File: config.mk
export PLATFORM = sky130hd
export DESIGN_NAME = risk_limit_cache
export DESIGN_NICKNAME = d
export VERILOG_FILES = /design/src/rtl/risk_cache_pkg.sv /design/src/rtl/risk_cache_store.sv /design/src/rtl/risk_limit_cache.sv
export SDC_FILE = /design/constraint.sdc
export NUM_CORES = 1
export LEC_CHECK = 0
export CORE_ASPECT_RATIO = 1.1
export CORE_MARGIN = 1
export CORE_UTILIZATION = 55
export CTS_CLUSTER_DIAMETER = 40
export DETAILED_ROUTE_END_ITERATION = 16
export PLACE_DENSITY = 0.82
export SYNTH_ARGS = -nofsm -noshare
export SYNTH_HDL_FRONTEND = slang
export SYNTH_SLANG_ARGS = --single-unit
File: constraint.sdc
create_clock -name clk -period 11.2 [get_ports clk]
set_input_delay 2.24 -clock clk [delete_from_list [all_inputs] [get_ports clk]]
set_output_delay 2.24 -clock clk [all_outputs]
set_load 0.02 [all_outputs]
File: src/rtl/risk_cache_pkg.sv
// Shared types for the risk-limit cache: request opcodes, controller states,
// the default-width {max, acc} entry layout and a saturating counter helper.
package risk_cache_pkg;

  localparam int unsigned AMT_W_DEF = 16;
  localparam int unsigned CNT_W     = 16;

  typedef enum logic [1:0] {
    OP_READ      = 2'd0,
    OP_SET_MAX   = 2'd1,
    OP_ADD_ORDER = 2'd2,
    OP_RSVD      = 2'd3
  } op_e;

  typedef enum logic [2:0] {
    S_IDLE       = 3'd0,
    S_COMPARE    = 3'd1,
    S_WRITE_BACK = 3'd2,
    S_ALLOCATE   = 3'd3,
    S_RESP       = 3'd4
  } state_e;

  // Entry layout at the default amount width; the cache redeclares it at its own AMT_W
  typedef struct packed {
    logic [AMT_W_DEF-1:0] max;
    logic [AMT_W_DEF-1:0] acc;
  } entry_t;

  function automatic logic [CNT_W-1:0] sat_inc(input logic [CNT_W-1:0] v);
    return (v == '1) ? v : v + CNT_W'(1);
  endfunction

endpackage

File: src/rtl/risk_cache_store.sv
// Direct-mapped line storage: valid/dirty/tag/entry arrays with one
// combinational read port and one synchronous write port.
module risk_cache_store #(
  parameter int unsigned LINES = 16,
  parameter int unsigned IDX_W = 4,
  parameter int unsigned TAG_W = 8,
  parameter int unsigned ENT_W = 32
) (
  input  logic             clk,
  input  logic             rst,
  input  logic [IDX_W-1:0] rd_idx,
  output logic             rd_valid,
  output logic             rd_dirty,
  output logic [TAG_W-1:0] rd_tag,
  output logic [ENT_W-1:0] rd_entry,
  input  logic             wr_en,
  input  logic [IDX_W-1:0] wr_idx,
  input  logic [TAG_W-1:0] wr_tag,
  input  logic             wr_dirty,
  input  logic [ENT_W-1:0] wr_entry
);

  logic [LINES-1:0] valid_q;
  logic [LINES-1:0] dirty_q;
  logic [TAG_W-1:0] tag_q [LINES];
  logic [ENT_W-1:0] ent_q [LINES];

  // Only the status bits need clearing; tag/entry are qualified by valid
  always_ff @(posedge clk or posedge rst) begin
    if (rst) begin
      valid_q <= '0;
      dirty_q <= '0;
    end else if (wr_en) begin
      valid_q[wr_idx] <= 1'b1;
      dirty_q[wr_idx] <= wr_dirty;
    end
  end

  always_ff @(posedge clk) begin
    if (wr_en) begin
      tag_q[wr_idx] <= wr_tag;
      ent_q[wr_idx] <= wr_entry;
    end
  end

  assign rd_valid = valid_q[rd_idx];
  assign rd_dirty = dirty_q[rd_idx];
  assign rd_tag   = tag_q[rd_idx];
  assign rd_entry = ent_q[rd_idx];

endmodule

File: src/rtl/risk_limit_cache.sv
// Write-back cache of per-client risk limits {max, acc}: applies READ,
// SET_MAX and ADD_ORDER with limit checking, backed by a simple memory port.
module risk_limit_cache
  import risk_cache_pkg::*;
#(
  parameter int unsigned CLIENT_W = 12,
  parameter int unsigned LINES    = 16,
  parameter int unsigned AMT_W    = 16
) (
  input  logic                  clk,
  input  logic                  rst,
  input  logic                  cpu_req_valid,
  output logic                  cpu_req_ready,
  input  logic [1:0]            cpu_req_op,
  input  logic [CLIENT_W-1:0]   cpu_req_client,
  input  logic [AMT_W-1:0]      cpu_req_amt,
  output logic                  cpu_res_valid,
  output logic [2*AMT_W-1:0]    cpu_res_entry,
  output logic                  cpu_res_reject,
  output logic                  mem_req_valid,
  input  logic                  mem_req_ready,
  output logic                  mem_req_rw,
  output logic [CLIENT_W-1:0]   mem_req_addr,
  output logic [2*AMT_W-1:0]    mem_req_data,
  input  logic                  mem_rsp_valid,
  input  logic [2*AMT_W-1:0]    mem_rsp_data,
  output logic [CNT_W-1:0]      hit_cnt,
  output logic [CNT_W-1:0]      miss_cnt,
  output logic [CNT_W-1:0]      reject_cnt
);

  localparam int unsigned IDX_W = $clog2(LINES);
  localparam int unsigned TAG_W = CLIENT_W - IDX_W;
  localparam int unsigned ENT_W = 2 * AMT_W;

  typedef struct packed {
    logic [AMT_W-1:0] max;
    logic [AMT_W-1:0] acc;
  } line_entry_t;

  state_e               state_q, state_d;
  op_e                  op_q, op_d;
  logic [CLIENT_W-1:0]  client_q, client_d;
  logic [AMT_W-1:0]     amt_q, amt_d;
  logic                 mem_wait_q, mem_wait_d;
  logic                 res_valid_d, res_reject_d;
  logic [ENT_W-1:0]     res_entry_d;
  logic                 mreq_valid_d, mreq_rw_d;
  logic [CLIENT_W-1:0]  mreq_addr_d;
  logic [ENT_W-1:0]     mreq_data_d;
  logic [CNT_W-1:0]     hit_d, miss_d, reject_d;

  logic [IDX_W-1:0]     idx;
  logic [TAG_W-1:0]     tag;
  logic                 rd_valid, rd_dirty, hit;
  logic [TAG_W-1:0]     rd_tag;
  logic [ENT_W-1:0]     rd_entry;
  logic                 wr_en, wr_dirty;
  logic [ENT_W-1:0]     wr_entry;
  line_entry_t          cur, upd;
  logic [AMT_W:0]       sum;
  logic                 add_reject;

  assign idx = client_q[IDX_W-1:0];
  assign tag = client_q[CLIENT_W-1:IDX_W];
  assign hit = rd_valid && (rd_tag == tag);
  assign cur = line_entry_t'(rd_entry);
  assign sum = (AMT_W+1)'(cur.acc) + (AMT_W+1)'(amt_q);
  // max == 0 means no limit has been set: only zero-amount orders pass
  assign add_reject = (cur.max == '0) ? (amt_q != '0) : (sum > (AMT_W+1)'(cur.max));

  assign cpu_req_ready = (state_q == S_IDLE) && !rst;

  risk_cache_store #(
    .LINES (LINES),
    .IDX_W (IDX_W),
    .TAG_W (TAG_W),
    .ENT_W (ENT_W)
  ) u_store (
    .clk      (clk),
    .rst      (rst),
    .rd_idx   (idx),
    .rd_valid (rd_valid),
    .rd_dirty (rd_dirty),
    .rd_tag   (rd_tag),
    .rd_entry (rd_entry),
    .wr_en    (wr_en),
    .wr_idx   (idx),
    .wr_tag   (tag),
    .wr_dirty (wr_dirty),
    .wr_entry (wr_entry)
  );

  always_ff @(posedge clk or posedge rst) begin
    if (rst) begin
      state_q        <= S_IDLE;
      op_q           <= OP_READ;
      client_q       <= '0;
      amt_q          <= '0;
      mem_wait_q     <= 1'b0;
      cpu_res_valid  <= 1'b0;
      cpu_res_entry  <= '0;
      cpu_res_reject <= 1'b0;
      mem_req_valid  <= 1'b0;
      mem_req_rw     <= 1'b0;
      mem_req_addr   <= '0;
      mem_req_data   <= '0;
      hit_cnt        <= '0;
      miss_cnt       <= '0;
      reject_cnt     <= '0;
    end else begin
      state_q        <= state_d;
      op_q           <= op_d;
      client_q       <= client_d;
      amt_q          <= amt_d;
      mem_wait_q     <= mem_wait_d;
      cpu_res_valid  <= res_valid_d;
      cpu_res_entry  <= res_entry_d;
      cpu_res_reject <= res_reject_d;
      mem_req_valid  <= mreq_valid_d;
      mem_req_rw     <= mreq_rw_d;
      mem_req_addr   <= mreq_addr_d;
      mem_req_data   <= mreq_data_d;
      hit_cnt        <= hit_d;
      miss_cnt       <= miss_d;
      reject_cnt     <= reject_d;
    end
  end

  always_comb begin
    state_d      = state_q;
    op_d         = op_q;
    client_d     = client_q;
    amt_d        = amt_q;
    mem_wait_d   = mem_wait_q;
    res_valid_d  = 1'b0;
    res_entry_d  = cpu_res_entry;
    res_reject_d = cpu_res_reject;
    mreq_valid_d = mem_req_valid;
    mreq_rw_d    = mem_req_rw;
    mreq_addr_d  = mem_req_addr;
    mreq_data_d  = mem_req_data;
    hit_d        = hit_cnt;
    miss_d       = miss_cnt;
    reject_d     = reject_cnt;
    wr_en        = 1'b0;
    wr_dirty     = 1'b0;
    wr_entry     = mem_rsp_data;
    upd          = cur;

    unique case (state_q)
      S_IDLE: begin
        if (cpu_req_valid) begin
          op_d     = op_e'(cpu_req_op);
          client_d = cpu_req_client;
          amt_d    = cpu_req_amt;
          state_d  = S_COMPARE;
        end
      end

      S_COMPARE: begin
        if (hit) begin
          hit_d        = sat_inc(hit_cnt);
          res_reject_d = 1'b0;
          unique case (op_q)
            OP_SET_MAX: begin
              upd.max  = amt_q;
              wr_en    = 1'b1;
              wr_dirty = 1'b1;
            end
            OP_ADD_ORDER: begin
              if (add_reject) begin
                res_reject_d = 1'b1;
                reject_d     = sat_inc(reject_cnt);
              end else begin
                upd.acc  = sum[AMT_W-1:0];
                wr_en    = 1'b1;
                wr_dirty = 1'b1;
              end
            end
            default: ;
          endcase
          wr_entry    = ENT_W'(upd);
          res_entry_d = ENT_W'(upd);
          res_valid_d = 1'b1;
          state_d     = S_RESP;
        end else begin
          miss_d       = sat_inc(miss_cnt);
          mreq_valid_d = 1'b1;
          if (rd_valid && rd_dirty) begin
            mreq_rw_d   = 1'b1;
            mreq_addr_d = {rd_tag, idx};
            mreq_data_d = rd_entry;
            state_d     = S_WRITE_BACK;
          end else begin
            mreq_rw_d   = 1'b0;
            mreq_addr_d = client_q;
            state_d     = S_ALLOCATE;
          end
        end
      end

      // Victim write-back; the ack launches the line fill
      S_WRITE_BACK: begin
        if (mem_req_valid && mem_req_ready) begin
          mreq_valid_d = 1'b0;
          mem_wait_d   = 1'b1;
        end else if (mem_wait_q && mem_rsp_valid) begin
          mem_wait_d   = 1'b0;
          mreq_valid_d = 1'b1;
          mreq_rw_d    = 1'b0;
          mreq_addr_d  = client_q;
          state_d      = S_ALLOCATE;
        end
      end

      S_ALLOCATE: begin
        if (mem_req_valid && mem_req_ready) begin
          mreq_valid_d = 1'b0;
          mem_wait_d   = 1'b1;
        end else if (mem_wait_q && mem_rsp_valid) begin
          mem_wait_d = 1'b0;
          wr_en      = 1'b1;
          wr_dirty   = 1'b0;
          wr_entry   = mem_rsp_data;
          state_d    = S_COMPARE;
        end
      end

      S_RESP: state_d = S_IDLE;

      default: state_d = S_IDLE;
    endcase
  end

endmodule

==> results of run 1 <==
worst max-delay path by stage:
| stage | start | cells past startpoint | end | slack [ns] |
|---|---|---|---|---|
| final | client_q[1] | 21 | u_store.ent_q[15][2] | 1.96 |
| after global routing | client_q[1] | 21 | u_store.ent_q[15][2] | 1.58 |
| after CTS | client_q[1] | 21 | u_store.ent_q[15][2] | 2.03 |
| after detailed placement | client_q[1] | 21 | u_store.ent_q[15][14] | 2.16 |
| after global placement | client_q[1] | 21 | u_store.ent_q[15][13] | 2.51 |
| after floorplan | client_q[1] | 27 | u_store.dirty_q[13] | 2.03 |
flip-flops by register name, indices dropped and copies added, names as in the netlist, 12 cells and up:
name and flops:
amt_q 16, client_q 12, cpu_res_entry 32, hit_cnt 16, mem_req_addr 12, mem_req_data 32, miss_cnt 16, reject_cnt 16
u_store.dirty_q 16, u_store.ent_q 512, u_store.tag_q 128, u_store.valid_q 16
power by group:
part | switching, W | leakage [nW] | total [W] | internal (W)
registers | 0.0000286 | 8.26 | 0.00337 | 0.00334
clock network | 0.00134 | 1.62 | 0.00324 | 0.00190
logic | 0.000266 | 4.74 | 0.000435 | 0.000169
total | 0.00163 | 14.6 | 0.00704 | 0.00541
stage by stage:
step	cell area (um^2)	total power, W	utilization [%]
after detailed placement	37450	0.003855	60.82
after global routing	40800	0.007209	66.26
after CTS	40800	0.007056	66.26
after floorplan	34460	0.003699	-
final	40800	0.007043	66.27
after global placement	37450	0.003842	60.82
Yosys cell counts (4+ instances only):
| library cell | count | area (um^2) |
|---|---|---|
| inv_1 | 37 | 138.9 |
| dfrtp_1 | 194 | 4855 |
| a2111oi_4 | 5 | 137.6 |
| buf_6 | 10 | 112.6 |
| ha_1 | 37 | 462.9 |
| buf_4 | 10 | 75.07 |
| nand2_1 | 68 | 255.2 |
| clkbuf_1 | 34 | 127.6 |
| nand2b_1 | 7 | 43.79 |
| edfxtp_1 | 640 | 19220 |
| mux2_1 | 45 | 506.7 |
| o21ai_0 | 35 | 175.2 |
| nor4_1 | 14 | 87.58 |
| a22oi_1 | 13 | 97.59 |
| a22o_1 | 17 | 148.9 |
| nor3_1 | 19 | 95.09 |
| o31ai_1 | 4 | 30.03 |
| and2_1 | 6 | 37.54 |
| nor2_1 | 118 | 442.9 |
| a221o_1 | 15 | 150.1 |
| a21oi_1 | 59 | 295.3 |
| and3_1 | 15 | 93.84 |
| a211oi_2 | 12 | 150.1 |
| buf_2 | 22 | 110.1 |
| mux2i_1 | 56 | 560.5 |
| xnor2_1 | 37 | 324.1 |
| a31oi_1 | 4 | 25.02 |
| and4_1 | 6 | 52.55 |
| buf_1 | 15 | 56.30 |
| mux4_2 | 170 | 3829 |
| mux2_2 | 39 | 439.2 |
| o211a_1 | 16 | 160.2 |
| nand4_1 | 14 | 87.58 |
| a211oi_1 | 9 | 67.56 |
| a21o_1 | 9 | 67.56 |
| or2_2 | 18 | 112.6 |
| xor2_1 | 26 | 227.7 |
| nor2b_1 | 4 | 25.02 |
| nand3_1 | 24 | 120.1 |
routing by layer:
layer	part of all wire [%]	up-vias
li1	-	8156
met1	37	10290
met2	48	1374
met3	12	210
met4	3.5	0
met5	0	-
worst max-delay path, stage by stage, from the launching register on:
cell,delay (ns)
dfrtp_4,0.93
buf_4,0.65
mux4_2,0.42
mux4_2,0.56
ha_1,0.39
and3_1,0.23
nand2_1,0.06
o21ai_0,0.46
a41oi_1,0.22
a211oi_1,0.39
nor2_1,0.12
xnor2_1,0.25
ha_1,0.31
a21o_1,0.17
a211oi_1,0.20
o21ai_0,0.12
a211oi_1,0.23
a2bb2oi_1,0.12
nor4_1,0.75
o211ai_4,0.53
a211oi_4,1.07
buf_4,0.59
area by class of cell:
class                   count  area [um^2]  share of cell area, %
multi-input cells         966         9852                  24.15
flip-flops and latches    834        24080                  59.02
diodes                      1        2.502               0.006133
well taps                 824         1031                  2.527
clock buffers             121         2640                  6.470
clock inverters            63        706.9                  1.733
repair buffers            241         2335                  5.722
inverters                  38        151.4                 0.3711
cells in the final DEF (no fill, tap or decap), types with 39 or more instances in the layout:
master,count
buf_4,43
mux4_2,170
a21oi_1,58
clkbuf_16,99
dfrtp_1,190
mux2_2,39
mux2i_1,56
mux2_1,45
nor2_1,117
clkdlybuf4s50_1,195
nand2_1,68
edfxtp_1,640
cell families after synthesis:
family | after synthesis
AO/OA/AOI/OAI | 226
XOR/XNOR | 63
multiplexers | 311
buffers and inverters | 131
adder cells (fa/ha/maj) | 38
flip-flops | 834
AND/OR/NAND/NOR | 328
==> results.ini, run 1 <==
[floorplanning]
fp-row-count=95
fp.dieH_um=264.5
core_mm2=0.06157
die_w_um=240.7
start_util_pct=55.97
dieArea_mm2=0.06366
io_pins=196

[run_status]
status=complete, no violations

[worst_setup_path]
reg2reg_to=u_store.ent_q[15][2]
path_class=flop to flop
rrSetupSlack_ns=1.96
r2r_start=client_q[1]
r2r_cells=21
start_kind=flop
crit_path_end_kind=flop
required_ns=11.48
cp.arrival_ns=9.52
worst-path-max-fanout=49

[global_routing]
grt_use_total_pct=28.96
grt_antenna_before_repair=1
busiest_layer=met2
grt_use_met1_pct=38.65
grt_start_max_net_pins=131
grtUsageMet3_pct=7.279
grt_pass1_vias=20620
met2_usage_pct=45.95
grt_pass1_wl_um=133100
grt-ovfl-total=0

[detailed_routing]
num_vias=20030
dr.pass1.iters=5
drc_errors=0
wl_um=90100
ant_nets=0
vias_per_cell=6.485
avgRoutedWirePerCell_um=29.18
drtIter0Drc=2775

[yosys]
syn_area_per_cell_um2=17.85
synth_mux_area_share_pct=15.55
synth_edf_count=640
ys_seq_area_share_pct=69.86
synthXorXnorAreaFrac_pct=1.601
synth_simple_gate_area_share_pct=4.615
synthesis.area_mm2=0.03446
synth_warnings=0
syn-num-nets=2036
synthAdderAreaFrac_pct=1.401
synth_flop_cell=edfxtp_1
synth_top_family_by_area=multiplexers
postSynthCellCount=1931
async_flop_share_pct=23.26
synth-compound-area-share_pct=5.105
synth-seq-cells=834
ys_types=73

[clock_network]
clkLatencyLatePin_ns=0.67
cts_resized=0
cts_buffers=98
clock_path_buffers=3
path_clk_slew_ns=0.06
cts_setup_buffers=0
htreeDepth=3
ctsHoldBuffers=0
clock-root-buffer=clkbuf_16
cts.sinks=834
cts_tree=done

[placed_design]
place_inst=2903
dp_slack_ns=2.165
place.detailed.hpwl_um=54990
port_buffers=195
gp_congestion=0.9007

[timing]
whs_ns=0.4688
min_period_ns=9.245
max_freq_mhz=108.2
finalSetupViolCount=0
slew_viol_final=0
finClkSkew_ns=0.03938
grt_setup_unrepaired=false
tns_ns=0
tightest_slew_ns=1.391
finalCritPeriodShare_pct=82.54
slew-limit-headroom_pct=7.257
setup_ws_ns=1.955
finalHoldViolations=0

[power]
peakVddDrop_mv=0.1187
leakage_nw=14.62
power-per-cell-area_mw_per_mm2=172.6

[layout]
drive_gt1_share_pct=20.99
area_growth_pct=18.40
fin_nets=2284
fillers=3934
fin_cells=3088

[min_path]
whs_endpoint=u_store.valid_q[9]
hp-start=u_store.valid_q[9]
hp-class=flop to flop
holdPathStages=1

[flow_run]
max_cap_violations=0

No activity file was read; power rests on OpenSTA's default activity.
==> run 2: changes to the inputs <==
==> constraint.sdc (replaced) <==
create_clock -name clk -period 9.5 [get_ports clk]
set_input_delay 1.9 -clock clk [delete_from_list [all_inputs] [get_ports clk]]
set_output_delay 1.9 -clock clk [all_outputs]
set_load 0.02 [all_outputs]
==> run 2 against run 1 <==
  * Sequential share of layout area increased by 0.22 points
  * Maximum frequency up 13%
  * Total power increased by 15%
  * Hold slack lost 0.00067 ns
  * Non-clock buffer count up 12
  * Clock power up 12%
  * Cell count is essentially flat
  * Design area down 0.37%
  * Register-to-register slack got worse by 0.64 ns
  * Count of clock-buffer cells in the layout up 2
  * Wire length grew 0.90%
==> results.ini, run 2 (synthesis gave the netlist of run 1 again) <==
[power]
peakVddDrop_mv=0.1713
p_sw_share_pct=22.86
p_seq_share_pct=48.9
leakage_nw=14.60
power-per-cell-area_mw_per_mm2=200.0
comb_power_share_pct=6.3
netSwitchingPower_w=0.001859
power.clock.fraction_pct=44.8
p_int_w=0.006273
power_w=0.008132

[worst_setup_path]
worst-path-max-fanout=45
rrSetupSlack_ns=1.32
cp.arrival_ns=8.43
r2r_cells=22
r2r_start=client_q[0]
crit_start=client_q[0]
required_ns=9.75
path_class=flop to flop
crit_end=u_store.ent_q[0][6]
start_kind=flop
reg2reg_to=u_store.ent_q[0][6]
crit_path_end_kind=flop

[floorplanning]
fp.dieH_um=264.5
dieArea_mm2=0.06366
io_pins=196
start_util_pct=55.97
fp-row-count=95
die_w_um=240.7
core_mm2=0.06157

[detailed_routing]
drtIter0Drc=2706
wl_met2_um=43050
drc_errors=0
ant_nets=0
vias_per_cell=6.565
met1_length_um=33300
dr.pass1.iters=9
wl_um=90910
top_layer=met5
dr_wl_met3_um=10880
num_vias=20290
avgRoutedWirePerCell_um=29.41

[global_routing]
grt_antenna_before_repair=3
grt_start_max_net_pins=119
grt_pass1_wl_um=134000
grt-ovfl-total=0
grt_use_total_pct=29.17
grt_pass1_vias=20770

[clock_network]
path_clk_slew_ns=0.06
cts_resized=0
cts_setup_buffers=0
clkLatencyLatePin_ns=0.66
clock-root-buffer=clkbuf_16
cts_tree=done
ctsHoldBuffers=0
cts.sinks=834
clock_path_buffers=3
cts_buffers=93
htreeDepth=3

[layout]
multiInputGateArea_mm2=0.009843
drive_gt1_share_pct=20.87
regMostFlops=u_store.ent_q
largestRegisters=u_store.ent_q: 512 flops, u_store.tag_q: 128 flops
layout_commonest_cell=edfxtp_1
area_growth_pct=17.97
layout_common_cells=640 x edfxtp_1, 195 x clkdlybuf4s50_1, 190 x dfrtp_1
fillers=3993
fin_cells=3091
fin_nets=2291
largest_reg_flops=512
register_area_mm2=0.02408

[timing]
min_period_ns=8.185
finalHoldViolations=0
finClkSkew_ns=0.03373
grt_setup_unrepaired=false
tns_ns=0
slew-limit-headroom_pct=10.36
finalSetupViolCount=0
finalCritPeriodShare_pct=86.16
tightest_slew_ns=1.345
slew_viol_final=0
max_freq_mhz=122.2

[min_path]
hp-start=u_store.valid_q[0]
hp-class=flop to flop

[placed_design]
port_buffers=195
place_inst=2914
gp_congestion=0.8914
place.detailed.hpwl_um=54260

[flow_run]
max_cap_violations=0

[run_status]
status=complete, no violations

[run 2: changes by cell type in the layout (fill, tap and decap cells not counted), moves of 2 or more]
cell / change
clkinvlp_4: -3
inv_8: -4
clkbuf_16: -2
clkinv_4: -7
clkinv_8: -4
buf_4: +13
clkinv_2: +5
bufinv_16: -2
inv_6: +4
clkbuf_1: +3
[run 2: worst min path at each step]
stage	end	slack [ns]	cells past startpoint
6_report	u_store.valid_q[0]	0.47	1
5_1_grt	u_store.valid_q[7]	0.49	1
4_1_cts	u_store.valid_q[0]	0.47	1
3_5_place_dp	u_store.valid_q[11]	0.45	1
3_3_place_gp	u_store.valid_q[6]	0.45	1
2_1_floorplan	u_store.valid_q[10]	0.43	1
[run 2: per-layer routing]
layer / global-route usage [%] / up-vias
met4: 12.74 / 4
met3: 7.477 / 247
li1: - / 8175
met1: 39.04 / 10330
met2: 45.45 / 1532
met5: 0 / -
[run 2: layout make-up]
| cell class | count | area share (%) |
|---|---|---|
| well taps | 824 | 2.536 |
| flip-flops and latches | 834 | 59.24 |
| clock inverters | 52 | 1.262 |
| repair buffers | 253 | 5.934 |
| inverters | 38 | 0.3724 |
| clock buffers | 123 | 6.433 |
| multi-input cells | 966 | 24.21 |
| diodes | 1 | 0.006156 |
[run 2: stage by stage]
stage	utilization (%)	area (um^2)	hold WS, ns	worst slack [ns]
final	66.02	40650	0.4681	1.315
after detailed placement	60.93	37510	0.4533	1.610
after CTS	66.01	40640	0.4686	1.420
after global routing	66.02	40650	0.4930	0.8174
after global placement	60.93	37510	0.4454	1.815
after floorplan	-	34460	0.4337	0.3275
[run 2: power by group through the flow]
stage,combinational [W],sequential [W],clock [W]
3_5_place_dp,0.000487,0.00405,0
5_1_grt,0.000541,0.00398,0.00380
3_3_place_gp,0.000474,0.00405,0
4_1_cts,0.000501,0.00398,0.00368
2_1_floorplan,0.000337,0.00402,0
6_report,0.000511,0.00398,0.00364
[run 2: critical path, cell delays in order, from the launching register on]
cell       delay (ns)
dfrtp_4          1.04
mux4_2           0.63
mux4_2           0.52
ha_1             0.25
fa_1             0.42
and3_1           0.19
o21ai_0          0.35
a31oi_1          0.22
o21ai_0          0.51
o21bai_1         0.18
a21oi_1          0.22
xnor2_1          0.11
ha_1             0.30
nand3_1          0.10
nor3_1           0.32
a21oi_1          0.12
a2bb2oi_1        0.16
nor4_1           0.27
buf_4            0.21
nor2_2           0.04
buf_4            0.25
mux2i_1          0.22
a21oi_1          1.07
